**src/rtl/mdu_ctrl_pkg.sv**
```systemverilog
// -----------------------------------------------------------------------------
// mdu_ctrl_pkg
// Shared types for the multiply/divide unit of the execute stage:
//   word_t      - 32-bit architectural word
//   mduop_t     - MDU operation codes presented with req_op
//   mdu_state_t - sequencer states (IDLE, MUL, DIV, DONE)
// Helper functions for two's-complement sign handling and op classification.
// -----------------------------------------------------------------------------
package mdu_ctrl_pkg;

    typedef logic [31:0] word_t;

    typedef enum logic [2:0] {
        MDU_MULT  = 3'd0,
        MDU_MULTU = 3'd1,
        MDU_DIV   = 3'd2,
        MDU_DIVU  = 3'd3,
        MDU_MFHI  = 3'd4,
        MDU_MFLO  = 3'd5,
        MDU_MTHI  = 3'd6,
        MDU_MTLO  = 3'd7
    } mduop_t;

    typedef enum logic [1:0] {
        S_IDLE = 2'd0,
        S_MUL  = 2'd1,
        S_DIV  = 2'd2,
        S_DONE = 2'd3
    } mdu_state_t;

    localparam int DIV_STEPS = 32;

    // Two's-complement negate when neg is set. The magnitude of 0x80000000
    // comes back as 0x80000000, which is the correct unsigned magnitude.
    function automatic word_t negate_if(input word_t v, input logic neg);
        return neg ? (~v + 32'd1) : v;
    endfunction

    function automatic logic is_signed_op(input mduop_t op);
        return (op == MDU_MULT) || (op == MDU_DIV);
    endfunction

endpackage

```
**src/rtl/mdu_ctrl_div_unit.sv**
```systemverilog
// -----------------------------------------------------------------------------
// mdu_ctrl_div_unit
// Unsigned 32-bit restoring divider datapath, one quotient bit per step.
// The step result is presented combinationally so the controller can commit
// the final (32nd) step on the same edge that performs it.
// Ports:
//   clk, reset   - clock, synchronous active-high reset
//   i_start      - load dividend/divisor magnitudes, clear remainder
//   i_step       - perform one restoring step this cycle
//   i_last       - this step is the final one
//   i_dividend   - dividend magnitude (sampled on i_start)
//   i_divisor    - divisor magnitude  (sampled on i_start)
//   o_done       - final step is being performed this cycle
//   o_quo        - quotient after this cycle's step
//   o_rem        - remainder after this cycle's step
// -----------------------------------------------------------------------------
module mdu_ctrl_div_unit
    import mdu_ctrl_pkg::*;
(
    input  logic  clk,
    input  logic  reset,
    input  logic  i_start,
    input  logic  i_step,
    input  logic  i_last,
    input  word_t i_dividend,
    input  word_t i_divisor,
    output logic  o_done,
    output word_t o_quo,
    output word_t o_rem
);

    word_t       r_rem;
    word_t       r_quo;
    word_t       r_dvsr;
    logic [32:0] w_shift;
    logic [32:0] w_diff;
    logic        w_ge;

    // The dividend shifts out of r_quo MSB-first while quotient bits shift
    // in at the bottom. The remainder is always < divisor, so the 33-bit
    // shifted value minus the divisor is negative exactly when bit 32 is set.
    always_comb begin
        w_shift = {r_rem, r_quo[31]};
        w_diff  = w_shift - {1'b0, r_dvsr};
        w_ge    = ~w_diff[32];
        o_rem   = w_ge ? w_diff[31:0] : w_shift[31:0];
        o_quo   = {r_quo[30:0], w_ge};
        o_done  = i_step & i_last;
    end

    always_ff @(posedge clk) begin
        if (reset) begin
            r_rem  <= '0;
            r_quo  <= '0;
            r_dvsr <= '0;
        end else if (i_start) begin
            r_rem  <= '0;
            r_quo  <= i_dividend;
            r_dvsr <= i_divisor;
        end else if (i_step) begin
            r_rem  <= o_rem;
            r_quo  <= o_quo;
        end
    end

endmodule

```
**src/rtl/mdu_ctrl.sv**
```systemverilog
// -----------------------------------------------------------------------------
// mdu_ctrl
// Multiply/divide sequencer and HI/LO owner for the execute stage.
// MULT/MULTU take 1+MUL_CYCLES stall cycles, DIV/DIVU take 33 (1 when the
// divisor is zero, which leaves HI/LO untouched). MFHI/MFLO read HI/LO
// combinationally; MTHI/MTLO write them from req_a when idle.
// Ports:
//   clk, reset  - clock, synchronous active-high reset (wins over flush)
//   flush       - abort any in-flight op; HI/LO are never written that cycle
//   req_valid   - execute-stage instruction is an MDU op
//   req_op      - operation code (mduop_t)
//   req_a/req_b - rs / rt operands, latched when a long op is accepted
//   rdata       - HI for MFHI, LO for MFLO, else 0
//   stall       - hold the execute stage this cycle (combinational)
//   hi_o/lo_o   - current HI/LO
// -----------------------------------------------------------------------------
module mdu_ctrl
    import mdu_ctrl_pkg::*;
#(
    parameter int MUL_CYCLES = 4
) (
    input  logic   clk,
    input  logic   reset,
    input  logic   flush,
    input  logic   req_valid,
    input  mduop_t req_op,
    input  word_t  req_a,
    input  word_t  req_b,
    output word_t  rdata,
    output logic   stall,
    output word_t  hi_o,
    output word_t  lo_o
);

    mdu_state_t r_state, w_state_nxt;
    logic [4:0] r_cnt, w_cnt_nxt;
    word_t      r_a, r_b;
    word_t      r_hi, r_lo;
    logic       r_mul_signed;
    logic       r_neg_q, r_neg_r;

    logic               w_op_signed;
    logic               w_mul_load, w_div_start, w_div_step;
    logic               w_wr_hi, w_wr_lo;
    word_t              w_hi_nxt, w_lo_nxt;
    logic signed [63:0] w_a_ext, w_b_ext;
    logic        [63:0] w_prod;
    logic               w_div_done;
    word_t              w_quo, w_rem;

    assign w_op_signed = is_signed_op(req_op);

    // Sign- or zero-extending to 64 bits lets one 64-bit multiplier produce
    // the correct low 64 bits for both MULT and MULTU.
    always_comb begin
        w_a_ext = r_mul_signed ? {{32{r_a[31]}}, r_a} : {32'b0, r_a};
        w_b_ext = r_mul_signed ? {{32{r_b[31]}}, r_b} : {32'b0, r_b};
        w_prod  = w_a_ext * w_b_ext;
    end

    mdu_ctrl_div_unit u_div (
        .clk        (clk),
        .reset      (reset),
        .i_start    (w_div_start),
        .i_step     (w_div_step),
        .i_last     (r_cnt == 5'd0),
        .i_dividend (negate_if(req_a, w_op_signed & req_a[31])),
        .i_divisor  (negate_if(req_b, w_op_signed & req_b[31])),
        .o_done     (w_div_done),
        .o_quo      (w_quo),
        .o_rem      (w_rem)
    );

    // Next-state, stall and commit decode. flush suppresses every transition,
    // accept and HI/LO write, and drops stall for its cycle.
    always_comb begin
        w_state_nxt = r_state;
        w_cnt_nxt   = r_cnt;
        stall       = 1'b0;
        w_mul_load  = 1'b0;
        w_div_start = 1'b0;
        w_div_step  = 1'b0;
        w_wr_hi     = 1'b0;
        w_wr_lo     = 1'b0;
        w_hi_nxt    = r_hi;
        w_lo_nxt    = r_lo;

        if (flush) begin
            w_state_nxt = S_IDLE;
            w_cnt_nxt   = 5'd0;
        end else begin
            case (r_state)
                S_IDLE: begin
                    if (req_valid) begin
                        case (req_op)
                            MDU_MULT, MDU_MULTU: begin
                                stall       = 1'b1;
                                w_mul_load  = 1'b1;
                                w_state_nxt = S_MUL;
                                w_cnt_nxt   = 5'(MUL_CYCLES - 1);
                            end
                            MDU_DIV, MDU_DIVU: begin
                                stall       = 1'b1;
                                w_div_start = 1'b1;
                                if (req_b == 32'd0) begin
                                    w_state_nxt = S_DONE;
                                end else begin
                                    w_state_nxt = S_DIV;
                                    w_cnt_nxt   = 5'(DIV_STEPS - 1);
                                end
                            end
                            MDU_MTHI: begin
                                w_wr_hi  = 1'b1;
                                w_hi_nxt = req_a;
                            end
                            MDU_MTLO: begin
                                w_wr_lo  = 1'b1;
                                w_lo_nxt = req_a;
                            end
                            default: ;
                        endcase
                    end
                end
                S_MUL: begin
                    stall = 1'b1;
                    if (r_cnt == 5'd0) begin
                        w_wr_hi     = 1'b1;
                        w_wr_lo     = 1'b1;
                        w_hi_nxt    = w_prod[63:32];
                        w_lo_nxt    = w_prod[31:0];
                        w_state_nxt = S_DONE;
                    end else begin
                        w_cnt_nxt = r_cnt - 5'd1;
                    end
                end
                S_DIV: begin
                    stall      = 1'b1;
                    w_div_step = 1'b1;
                    if (w_div_done) begin
                        w_wr_hi     = 1'b1;
                        w_wr_lo     = 1'b1;
                        w_lo_nxt    = negate_if(w_quo, r_neg_q);
                        w_hi_nxt    = negate_if(w_rem, r_neg_r);
                        w_state_nxt = S_DONE;
                    end else begin
                        w_cnt_nxt = r_cnt - 5'd1;
                    end
                end
                default: begin
                    // DONE: the held instruction advances; requests are ignored.
                    w_state_nxt = S_IDLE;
                end
            endcase
        end
    end

    always_comb begin
        rdata = 32'd0;
        if (req_valid && (req_op == MDU_MFHI)) rdata = r_hi;
        if (req_valid && (req_op == MDU_MFLO)) rdata = r_lo;
    end

    assign hi_o = r_hi;
    assign lo_o = r_lo;

    always_ff @(posedge clk) begin
        if (reset) begin
            r_state      <= S_IDLE;
            r_cnt        <= 5'd0;
            r_a          <= '0;
            r_b          <= '0;
            r_mul_signed <= 1'b0;
            r_neg_q      <= 1'b0;
            r_neg_r      <= 1'b0;
            r_hi         <= '0;
            r_lo         <= '0;
        end else begin
            r_state <= w_state_nxt;
            r_cnt   <= w_cnt_nxt;
            if (w_mul_load) begin
                r_a          <= req_a;
                r_b          <= req_b;
                r_mul_signed <= w_op_signed;
            end
            if (w_div_start) begin
                r_neg_q <= w_op_signed & (req_a[31] ^ req_b[31]);
                r_neg_r <= w_op_signed & req_a[31];
            end
            if (w_wr_hi) r_hi <= w_hi_nxt;
            if (w_wr_lo) r_lo <= w_lo_nxt;
        end
    end

endmodule

```
**config.mk**
```make
export PLATFORM = sky130hd
export DESIGN_NAME = mdu_ctrl
export DESIGN_NICKNAME = d
export VERILOG_FILES = /design/src/rtl/mdu_ctrl_pkg.sv /design/src/rtl/mdu_ctrl_div_unit.sv /design/src/rtl/mdu_ctrl.sv
export SDC_FILE = /design/constraint.sdc
export NUM_CORES = 2
export LEC_CHECK = 0
export CORE_ASPECT_RATIO = 1.5
export CORE_UTILIZATION = 50
export CTS_BUF_LIST = sky130_fd_sc_hd__clkbuf_4
export CTS_CLUSTER_DIAMETER = 200
export DETAILED_ROUTE_END_ITERATION = 7
export GPL_ROUTABILITY_DRIVEN = 0
export PLACE_DENSITY = 0.67
export SLEW_MARGIN = 20
export SYNTH_ARGS = -nofsm -noshare
export SYNTH_HDL_FRONTEND = slang
export SYNTH_SLANG_ARGS = --single-unit
```
**constraint.sdc**
```tcl
create_clock -name clk -period 20.8 [get_ports clk]
set_input_delay 4.16 -clock clk [delete_from_list [all_inputs] [get_ports clk]]
set_output_delay 4.16 -clock clk [all_outputs]
set_load 0.05 [all_outputs]
```
; Yosys cells after proc, flatten, opt, wreduce, memory -nomap -nowiden
; Cells that the tools add are included.
[word_totals]
output_inout_bits = 97
elab_cells = 124
reg_bits = 234
ramBits = 0
mem_count = 0
input_bits = 71
mem_bits_ro = 0
latch_bits = 0
[classes]
div = 0
addsub = 6
eq_ne = 18
shifts = 0
magnitude_cmp = 0
n_mux = 57
bitwise_logic = 11
multipliers = 1
reduce_logical = 19
[op_table]
columns = op, count
row1 = two-way mux 32 bit, 17
row2 = one-hot mux 32 bit (3 select lines), 2
row3 = "adder 32 x 1 -> 32 bit, second input constant", 4
row4 = two-way mux 64 bit, 2
row5 = NOT 32 bit, 4
row6 = multiplier 64 x 64 -> 64 bit, 1
row7 = subtractor 33 x 32 -> 33 bit, 1
row8 = logical NOT 32 bit, 1
row9 = two-way mux 1 bit, 22
row10 = two-way mux 5 bit, 4
row11 = one-hot mux 5 bit (3 select lines), 1
row12 = AND reduction 7 bit, 2
row13 = "== test 3 bit, second input constant", 4
row14 = one-hot mux 5 bit (2 select lines), 1
row15 = OR reduction 2 bit, 5
row16 = "!= test 2 x 1 -> 1 bit, second input constant", 4
row17 = "== test 3 x 2 -> 1 bit, second input constant", 2
row18 = two-way mux 2 bit, 3
row19 = "!= test 2 bit, second input constant", 3
row20 = one-hot mux 1 bit (3 select lines), 2
row21 = one-hot mux 2 bit (3 select lines), 1
row22 = AND reduction 6 bit, 1
row23 = logical NOT 5 bit, 1
row24 = "subtractor 5 x 1 -> 5 bit, second input constant", 1
row25 = 18 further kinds, 23

; Logic depth before layout (Yosys ltp)
[depth]
word_depth = 8
mapped_depth = 38
depth_no_buf = 35

; Hierarchy
; Synthesis repeated with hierarchy kept, for this count alone.
[unflattened]
hier_cells = 7126
hier_area_um2 = 63833.7
[modules_own_cells]
columns = module, cells_per_inst, n_inst, seq_area_each_um2, area_each_um2
row1 = mdu_ctrl, 6388, 1, 2762.6, 57513.9
row2 = mdu_ctrl_div_unit, 738, 1, 1921.8, 6319.8

; Least setup slack after synthesis
; No wires, ideal clock.
[synth_path]
path_type = input to output
from = input port req_op[2]
to = output port rdata[10]
arrival_time_ps = 5712
cell_stages = 4
setup_slack_ps = 10928
path_buffers = 2
required_time_ps = 16640
cell_sequence = clkbuf_1 -> nor4b_1 -> clkbuf_1 -> a22o_1
[synth_between]
elab_chain_cells = 4
elab_cells_between_ends = 6
classes_between = eq/ne (2) / mux (2) / reduce/logical (2)
[synth_lines]
columns = item, line_no
row1 = "start, declared", mdu_ctrl.sv:26  ; input mduop_t req_op,
row2 = == test 3 bit, mdu_ctrl.sv:159  ; if (req_valid && (req_op == MDU_MFHI)) rdata = r_hi;
row3 = logical AND 1 bit, mdu_ctrl.sv:159
row4 = two-way mux 32 bit, mdu_ctrl.sv:159
row5 = two-way mux 32 bit *, mdu_ctrl.sv:160  ; if (req_valid && (req_op == MDU_MFLO)) rdata = r_lo;
row6 = "end, declared", mdu_ctrl.sv:29  ; output word_t rdata,
; Mark *: on every way between the ends. The rest lies on a longest branch, timed or not.

; Worst setup path after layout
[layout_path]
from = input port req_op[2]
to = output port rdata[20]
; The elaborated chain is that of the path after synthesis.

==> impl_metrics.tcl <==
set metrics [dict create \
    synthesis.nets 9080 \
    synth_area_per_cell_um2 8.83 \
    maxSlewViolCount 0 \
    syn-instance-count 7197 \
    hold_buffers 0 \
    synth_area_um2 63600 \
    post_cts.repair.setup_buffers 0 \
    dr.pass1.iters 8 \
    grt_max_degree 102 \
    peakVddDrop_v 0.0000410 \
    clockBufferDepth 3 \
    synth.top_cell.area_share_pct 44.8 \
    synth_seq_cells 234 \
    viasPerCell 5.69 \
    grt_usage_pct 32.0 \
    status "finished, final reports clean" \
    io_buffers 167 \
    cp_max_fo 21 \
    h-tree-depth 2 \
    nNetsFinal 8997 \
    r2r_slack_ps 10130 \
    post_route_cells_drive_above_1_share_pct 3.27 \
    cts_resized 0 \
    worst_r2r_path_depth 34 \
    die_area_um2 129000 \
    cts-root-buf "clkbuf_4" \
    rows 159 \
    arrival_ps 6880 \
    worst_pin_slew_ps 1160 \
    cp-startpoint "req_op[2]" \
    max_cap_viol_count 0 \
    setup_viol 0 \
    vias 50300 \
    grt_pass1_vias 54400 \
    hold_path_end "u_div.r_dvsr[28]$_SDFFE_PP0P_" \
    cp-end-kind "primary output" \
    initial_core_util_pct 50.6 \
    cts_tree "done" \
    synth_area_leaders "fa_1, inv_1, ha_1, dfxtp_1, and2_1" \
    yosys.cell_types.count 85 \
    drt_first_iter_violations 3645 \
    fillers 11700 \
    pre_cts_ws_ps 9440 \
    synth-edff-count 0 \
    power_leakage_uw 0.0335 \
    cts_sinks 234 \
    worstSkewPairLatency_ps 830 \
    ys.flop_type "dfxtp_1" \
    setup_slack_ps 9760 \
    min_from "u_div.r_dvsr[28]$_SDFFE_PP0P_" \
    crit_required_ps 16640 \
    period_share_pct 53.1 \
    async_reset_ff_share_pct 0 \
    io_pins 168 \
    cts_buffers 59 \
    yosys_warnings 0 \
    regToRegStartpoint "r_mul_signed$_SDFFE_PP0P_" \
    grt_pass1_wl_um 311000 \
    rr_endpoint "hi_o[29]$_SDFFE_PP0P_" \
    clk_pin_slew_worst_paths_ps 60 \
    hold_viol 0 \
    fin_skew_ps 88.5 \
    core_area_um2 126000 \
    route.detailed.drc 0 \
    dp_hpwl_um 159000 \
    grt_overflow 0 \
    rsz0062_at_grt "no" \
    max_freq_ghz 0.0906 \
    ant_nets 0 \
    crit_type "primary input to primary output" \
    fp.dieW_um 293 \
    antenna_found_initial 12 \
    drt-total-wl_um 199000 \
    p_per_area_nw_per_um2 19.3 \
    max-slew-margin-rel_pct 22.5 \
    min_period_ps 11040 \
    cp-start-kind "primary input" \
    min_path_type "flop to flop" \
    wl_per_cell_um 22.5 \
    ys_seq_area_share_pct 7.37 \
    hold_depth 2 \
    area_growth_syn_to_layout_pct 5.85 \
    yosysTopAreaCell "fa_1" \
    fin_tns_setup_ps 0 \
    die_y_um 439 \
]
[logic make-up (layout without fill, tap and decap cells)]
group	count (synthesis)	after routing	synth area share, %
simple gates	2053	2053	15.7
buf+inv	1977	1932	11.7
fa+ha+maj	1815	1815	52.5
compound gates	840	840	8.86
xor+xnor	254	254	3.50
flops	234	234	7.37
mux	24	24	0.380
other cells	0	5	0
[placed cells by master (no fill, tap or decap), types with 21 or more instances in the layout]
cell	n
o21bai_1	21
inv_1	1574
o41ai_1	23
dfxtp_1	216
a22o_1	32
xor2_1	85
xnor2_1	169
a21oi_1	279
nand2_1	813
nand3_1	47
fa_1	1422
o31ai_1	22
buf_4	87
nand2b_1	25
a221oi_1	34
nor3_1	52
a311oi_1	51
nor2_1	305
a21o_1	57
nand4_1	21
and3_1	37
clkbuf_4	76
ha_1	387
and2_1	636
o21ai_0	107
or3_1	32
mux2i_1	23
clkdlybuf4s50_1	166
a211oi_1	71
[how the worst max path moves through the flow]
stage                      to  slack, ps  cells after the start
CTS                 rdata[20]       9440                      5
global route        rdata[19]       9610                      5
detailed placement  rdata[20]       9440                      5
floorplan           rdata[10]      10930                      4
global placement    rdata[18]       9580                      5
finish              rdata[20]       9760                      5
[flip-flops by register name, summed over array words and instances, names as in the netlist, 5 cells and up]
signal / flops
r_b: 32
u_div.r_quo: 32
lo_o: 32
u_div.r_dvsr: 32
hi_o: 32
r_cnt: 5
r_a: 32
u_div.r_rem: 32
[Yosys cell counts, drive strengths merged, types with 7 or more instances]
library cell,number
o211ai,16
a22o,32
a2111oi,10
dfxtp,234
o31ai,23
ha,390
or4,12
nor3,55
buf,26
nor2b,15
a21boi,8
a311oi,51
clkbuf,372
mux2i,23
nor4,18
or3,33
fa,1422
nand2b,25
nand3,47
a21o,57
and2,636
a221oi,34
o21a,18
o21bai,21
a31oi,15
o41ai,25
xnor2,169
inv,1576
nand3b,8
nor2,307
a21oi,282
nand2,815
and3,37
a31o,7
xor2,85
nor3b,10
o21ai,118
nand4,21
a211oi,73
[final cells by class]
| cell class | instances | area [um^2] | share of cell area (%) |
|---|---|---|---|
| multi-input combinational | 4986 | 51500 | 76.6 |
| inverter | 1579 | 5930 | 8.81 |
| clock buffer | 76 | 571 | 0.848 |
| antenna | 5 | 12.5 | 0.0186 |
| sequential | 234 | 4710 | 6.99 |
| tap | 1690 | 2110 | 3.14 |
| clock inverter | 23 | 115 | 0.171 |
| timing repair buffer | 254 | 2330 | 3.46 |
[routing by layer]
layer  global-route usage (%)  vias to the layer above  share of wire [%]
li1                         -                    21700                  -
met5                        0                        -              0.020
met2                     56.2                     2207                 51
met3                     3.94                      791                6.7
met1                     35.8                    25600                 34
met4                     22.8                        6                8.5
[power by group]
part	total (uW)	internal (uW)	switching [uW]
combinational	436	141	295
sequential	480	460	20.8
clock	385	172	213
[metrics by stage]
step | cell area [um^2] | instances | power (uW) | utilization (%) | hold WS (ps)
after detailed placement | 66600 | 8743 | 913 | 53.0 | 444
after global placement | 66600 | 8743 | 908 | 53.0 | 443
after floorplan | 63600 | 7197 | 763 | - | 432
final | 67300 | 8847 | 1300 | 53.5 | 455
after global routing | 67300 | 8844 | 1360 | 53.5 | 462
after CTS | 67300 | 8842 | 1300 | 53.5 | 453
[critical path, stage by stage]
cell	delay (ps)
clkdlybuf4s50_1	660
nor4b_4	640
buf_4	400
a22o_1	200
clkdlybuf4s50_1	800
(Power assumes the default switching activity.)
